File: src/rtl/lives_tracker.sv
// lives_tracker
//   Keeps the player's life count for a red-light / green-light game.
//   A free-running prescaler produces a one-clk game tick. On a tick, moving
//   while the light is red costs a life and starts a short invulnerability
//   window. add_life grants a bonus life, saturating at MAX_LIVES.
//
// Ports
//   clk        system clock, all state changes on its rising edge
//   reset      asynchronous, active-high reset
//   start      level request to begin or restart a game (sampled every clk)
//   move       player is moving (sampled on tick)
//   red        light is red (sampled on tick)
//   add_life   bonus-life request (sampled on tick)
//   lives      remaining lives (registered)
//   led_n      active-low thermometer, bit i low iff lives > i
//   hit        one-clk pulse on each life loss
//   game_over  high while in OVER
//   state      FSM state code
//
// state | meaning
// IDLE  | waiting for start after reset
// PLAY  | game running, violations cost a life
// GRACE | invulnerable for GRACE_TICKS ticks after a life loss
// OVER  | no lives left, waiting for start
module lives_tracker #(
  parameter int MAX_LIVES   = 3,
  parameter int LW          = 2,
  parameter int TICK_DIV    = 25000000,
  parameter int GRACE_TICKS = 2
) (
  input  logic                 clk,
  input  logic                 reset,
  input  logic                 start,
  input  logic                 move,
  input  logic                 red,
  input  logic                 add_life,
  output logic [LW-1:0]        lives,
  output logic [MAX_LIVES-1:0] led_n,
  output logic                 hit,
  output logic                 game_over,
  output logic [1:0]           state
);

  typedef enum logic [1:0] {
    IDLE  = 2'd0,
    PLAY  = 2'd1,
    GRACE = 2'd2,
    OVER  = 2'd3
  } state_t;

  localparam int PW = (TICK_DIV > 1) ? $clog2(TICK_DIV) : 1;
  localparam logic [PW-1:0] PRESC_LAST = PW'(TICK_DIV - 1);
  localparam logic [LW-1:0] MAX_L      = LW'(MAX_LIVES);
  localparam logic [7:0]    GRACE_LOAD = 8'(GRACE_TICKS);

  state_t        cur_state, nxt_state;
  logic [LW-1:0] nxt_lives;
  logic          nxt_hit;
  logic [PW-1:0] presc, nxt_presc;
  logic [7:0]    grace_cnt, nxt_grace;
  logic          tick;
  logic          violation;
  logic [LW-1:0] lives_inc;

  assign tick      = (presc == PRESC_LAST);
  assign violation = tick && move && red;
  assign lives_inc = (lives >= MAX_L) ? MAX_L : lives + LW'(1);

  always_ff @(posedge clk or posedge reset) begin
    if (reset) begin
      cur_state <= IDLE;
      lives     <= MAX_L;
      hit       <= 1'b0;
      presc     <= '0;
      grace_cnt <= '0;
    end else begin
      cur_state <= nxt_state;
      lives     <= nxt_lives;
      hit       <= nxt_hit;
      presc     <= nxt_presc;
      grace_cnt <= nxt_grace;
    end
  end

  always_comb begin
    nxt_state = cur_state;
    nxt_lives = lives;
    nxt_hit   = 1'b0;
    nxt_presc = tick ? '0 : presc + PW'(1);
    nxt_grace = grace_cnt;

    // start wins over anything else happening in the same cycle
    if (start) begin
      nxt_state = PLAY;
      nxt_lives = MAX_L;
      nxt_presc = '0;
      nxt_grace = '0;
    end else begin
      case (cur_state)
        PLAY: begin
          if (violation) begin
            nxt_hit = 1'b1;
            if (add_life) begin
              // bonus cancels the loss, but the hit still opens a grace window
              nxt_state = GRACE;
              nxt_grace = GRACE_LOAD;
            end else if (lives > LW'(1)) begin
              nxt_lives = lives - LW'(1);
              nxt_state = GRACE;
              nxt_grace = GRACE_LOAD;
            end else begin
              nxt_lives = '0;
              nxt_state = OVER;
            end
          end else if (tick && add_life) begin
            nxt_lives = lives_inc;
          end
        end
        GRACE: begin
          if (tick) begin
            nxt_grace = grace_cnt - 8'd1;
            if (grace_cnt <= 8'd1) begin
              nxt_grace = '0;
              nxt_state = PLAY;
            end
            if (add_life) nxt_lives = lives_inc;
          end
        end
        OVER: begin
          nxt_lives = '0;
        end
        default: begin
        end
      endcase
    end
  end

  always_comb begin
    led_n = '1;
    for (int i = 0; i < MAX_LIVES; i++) begin
      led_n[i] = (int'(lives) <= i);
    end
  end

  assign game_over = (cur_state == OVER);
  assign state     = cur_state;

endmodule

File: config.mk
export PLATFORM = sky130hd
export DESIGN_NAME = lives_tracker
export DESIGN_NICKNAME = d
export VERILOG_FILES = /design/src/rtl/lives_tracker.sv
export SDC_FILE = /design/constraint.sdc
export NUM_CORES = 1
export LEC_CHECK = 0
export CAP_MARGIN = 40
export CORE_ASPECT_RATIO = 2
export CORE_MARGIN = 3
export CORE_UTILIZATION = 41
export DETAILED_ROUTE_END_ITERATION = 8
export DONT_BUFFER_PORTS = 1
export PLACE_DENSITY_LB_ADDON = 0.25
export SYNTH_ARGS = -nofsm -noshare
export SYNTH_HDL_FRONTEND = slang
export SYNTH_SLANG_ARGS = --single-unit
File: constraint.sdc
create_clock -name clk -period 3.6 [get_ports clk]
set_input_delay 0.72 -clock clk [delete_from_list [all_inputs] [get_ports clk]]
set_output_delay 0.72 -clock clk [all_outputs]
set_load 0.01 [all_outputs]
# Word level (Yosys, flattened, before mapping)

Index checks and enable logic that the tools add are counted.

Output and inout bits: 9
Input bits: 6
Logic and storage cells: 62
Flip-flop bits (word level): 38

Add/sub/neg operators: 4
Eq/ne operators: 11
Muxes and demuxes: 28
Magnitude comparators: 6
Reduce and logical (&&, ||, !) cells: 8

Operator list:

| operator              | count |
|---|---|
| $mux 25               | 2 |
| $mux 8                | 6 |
| $add 25x1->25 const B | 1 |
| $eq 25x25->1 const B  | 1 |
| $mux 2                | 12 |
| $pmux 8 s2            | 1 |
| $ne 3x3->1 const B    | 4 |
| $ne 4x4->1 const B    | 3 |
| $le 8x1->1 const B    | 1 |
| $reduce_and 4->1      | 2 |
| $sub 8x1->8 const B   | 1 |
| $pmux 2 s3            | 1 |
| $mux 1                | 5 |
| $reduce_and 5->1      | 1 |
| $eq 2x2->1 const B    | 2 |
| $le 2x1->1 const B    | 2 |
| $pmux 2 s2            | 1 |
| $reduce_bool 4->1     | 1 |
| $logic_and 1x1->1     | 3 |
| $reduce_bool 3->1     | 1 |
| $add 2x1->2 const B   | 1 |
| $eq 2x1->1 const B    | 1 |
| $ge 2x2->1 const B    | 1 |
| $gt 2x1->1 const B    | 1 |
| other kinds (2)       | 2 |

# Depth between registers and ports, before layout

Word-level depth: 6
Gate-level depth with buffers: 8

# Least setup slack after synthesis

OpenSTA, ideal clock, no wires.

Path type: input-to-reg
Start point: input start
End point: register grace_cnt[6]
Path buffers: 0
Setup slack: 1.816 ns
Setup time: 0.090 ns
Stages on the path: 4
Data required time: 3.510 ns
Arrival time: 1.694 ns
Cells stage by stage: nand2b_1 -> nand2b_2 -> or4_1 -> o221ai_1

Longest elaborated chain between the ends: 2

RTL lines:

| what                                                | line | RTL |
|---|---|---|
| start: declaration                                  | 33   | `input logic start,` |
| $ne 4x4->1 (no source line) (tied with other cells) | n/a  |  |
| $reduce_and 4->1 (no source line)                   | n/a  |  |
| end signal: assignment                              | 81   | `grace_cnt <= nxt_grace;` |
| end: declaration                                    | 60   | `logic [7:0] grace_cnt, nxt_grace;` |

Parallel ways exist; a longest one is shown, timed or not.
A chain may end at the register's enable or synchronous reset.

# Final worst setup path

Start point: register cur_state[1], in the netlist state[1]
End point: register grace_cnt[3]

Longest elaborated chain between the ends: 3

RTL lines:

| what                                                               | line | RTL |
|---|---|---|
| start: declaration                                                 | 56   | `state_t cur_state, nxt_state;` |
| start signal: assignment                                           | 77   | `cur_state <= nxt_state;` |
| $eq 2x1->1 / $eq 2x2->1 (equally long branches)                    | 99   | `case (cur_state)` |
| $ne 4x4->1 (no source line) (tied with other cells)                | n/a  |  |
| $reduce_and 4->1 (no source line) / $mux 8 (equally long branches) | n/a  |  |

Parallel ways exist; a longest one is shown, timed or not.

==> impl_metrics.ini <==
[setup_path]
worst_ep_arrival_time_ns = 2.37
worst-path-max-fanout = 12
worstRegToRegCells = 8
setup.worst_path.end_class = register
rrSetupSlack_ns = 1.46
crit_type = reg2reg
cpMostUsedCell = o21ai_0
worstPathCellList = inv_1 > ha_1 > nand3_1 > o21ai_0 > a41oi_2 > nor3_1 > a21oi_1 > o21ai_0
crit_required_ns = 3.82
critPathLaunchType = register
max_stage_delay_ns = 0.46
cpMaxStageDelayCell = dfrtp_1

[synth]
synth.distinct_cells = 49
synth_top_area_share = 0.422
syn_nets = 241
syn_area_per_cell_um2 = 9.32
syn_inst = 229
yosysWarnings = 0
ys_ff_latch = 38
netlist_top_cells_count = nor2_1 (37), dfrtp_1 (36), xor2_1 (16), nand3_1 (15), nand2_1 (14)
synth.largest_area_cell = dfrtp_1
synth_area_um2 = 2130
yosysSeqAreaShare = 0.447
yosys-top-cells-area = dfrtp_1 (42%), xor2_1 (6.6%), nor2_1 (6.5%), ha_1 (3.5%), nand3_1 (3.5%)
synth_edf_count = 0
yosysMostFrequentCell = nor2_1
synthArstFlopShare = 1.00
ys.flop_type = dfrtp_1

[power_and_ir_drop]
max-vdd-ir-drop_uv = 246
leakagePower_uw = 0.00104
power_uw = 846
p_per_area_nw_per_um2 = 369

[die]
start_util = 0.431
die_y_um = 108
fp.dieArea_um2 = 6160
core_area_um2 = 4950
pin_count = 15
die-width_um = 57.0
rows = 36

[global_routing]
grt_max_degree = 39
grt_overflow = 0
grt_antenna_before_repair = 0
grt_first_pass_wirelength_um = 7460
grt_util_all_layers = 0.158
grt_pass1_vias = 1618

[clock_network]
cts-hold-fix-buffers = 0
post_cts_resized = 0
htree_levels = 2
cts_tree = built
post_cts_buffers = 0
insertion_delay_ns = 0.30
cts_root_buffer = clkbuf_8
path_clk_slew_ns = 0.08
cts_buffer_depth = 2
cts_buffers = 5
cts_sinks = 38

[timing]
tightest_slew_ns = 0.547
slew_headroom = 0.635
fmax_ghz = 0.467
tns_ns = 0
period_minus_slack_ns = 2.14
min_period_over_period = 0.595
slew_viol_final = 0
finClkSkew_ns = 0.00748
finalSetupViolations = 0
grt_setup_unrepaired = no
finalHoldViolCount = 0

[min_path]
min_path_type = in2async

[route]
ant_nets = 0
drc_errors = 0
via_per_inst = 5.63
post_drt_wl_per_cell_um = 15.3
drt_pass1_iterations = 4
drt_iter0_drc = 48
drt-total-wl_um = 4390
vias = 1621

[cells_and_area]
drive_above_1_share = 0.121
layout.nets = 242
fillers = 502
design_area_um2 = 2290
diodes = 0
synthToLayoutAreaGrowth_pct = 7.39

[job]
cap_violations = 0

[placement]
routabilityCongestion = 0.818
port_buffers = 0
placed_area_um2 = 2180
dpl.hpwl_um = 3270

[outcome]
status = finished, final reports clean
## report_power, final
group          total, µW  internal, µW  switching, µW
Sequential           434           430           4.01
Combinational       44.3          14.4           29.9
Clock                368           206            162
## critical path: cells and delay by family (launching register included)
family | cells | cell delay, ns
AO/OA/AOI/OAI | 4 | 0.85
AND/OR/NAND/NOR | 2 | 0.46
flip-flops | 1 | 0.46
buffers and inverters | 1 | 0.11
adder cells (fa/ha/maj) | 1 | 0.19
## layer usage
layer  track usage  vias up  share of wire
met5             0        -              0
met3        0.0287       17          0.031
met2         0.282       31           0.55
li1              -      795              -
met1         0.165      778           0.37
met4        0.0995        0          0.043
## layout by cell type, fill, tap and decap left out, types with 3 or more instances in the layout
cell / instances
a21oi_1: 6
and3_1: 10
clkbuf_8: 5
dfrtp_1: 36
ha_1: 6
inv_1: 9
nand2_1: 14
nand2b_1: 5
nand3_1: 15
nand4_1: 3
nor2_1: 37
nor3_1: 8
o21ai_0: 11
xnor2_1: 7
xor2_1: 16
## flip-flops by register name (all words and copies together) (netlist names)
register,flops
grace_cnt,8
hit,1
lives,2
presc,25
state,2
## worst paths after layout
path,start,to
setup / recovery,state[1]$_DFFE_PP0P_,grace_cnt[3]$_DFFE_PP0P_
hold / removal,reset,grace_cnt[6]$_DFFE_PP0P_
setup reg to reg,state[1]$_DFFE_PP0P_,grace_cnt[3]$_DFFE_PP0P_
hold reg to reg,presc[0]$_DFF_PP0_,presc[0]$_DFF_PP0_
max in group asynchronous,reset,lives[1]$_DFFE_PP1P_
min in group clk,start,hit$_DFF_PP0_
## metrics by stage
step,instances,setup slack [ns],hold WS [ns],utilization
3_3_place_gp,279,1.38,0.491,0.437
2_1_floorplan,229,1.82,0.471,-
3_5_place_dp,280,1.43,0.499,0.440
4_1_cts,288,1.42,0.438,0.463
5_1_grt,288,1.20,0.459,0.463
6_report,288,1.46,0.414,0.463
## layout make-up
type / instances / area [µm²] / area share
inverter: 9 / 33.8 / 0.0147
tap: 57 / 71.3 / 0.0311
sequential: 38 / 953 / 0.416
timing repair buffer: 2 / 22.5 / 0.00983
multi-input combinational: 174 / 1100 / 0.479
clock buffer: 5 / 68.8 / 0.0300
clock inverter: 3 / 45.0 / 0.0197
## kinds of logic after synthesis
| family | share of synthesized area |
|---|---|
| AO/OA/AOI/OAI | 0.102 |
| XOR/XNOR | 0.0944 |
| adder cells (fa/ha/maj) | 0.0352 |
| buffers and inverters | 0.0393 |
| flip-flops | 0.447 |
| AND/OR/NAND/NOR | 0.283 |
Power figures use the tool's default switching activity.
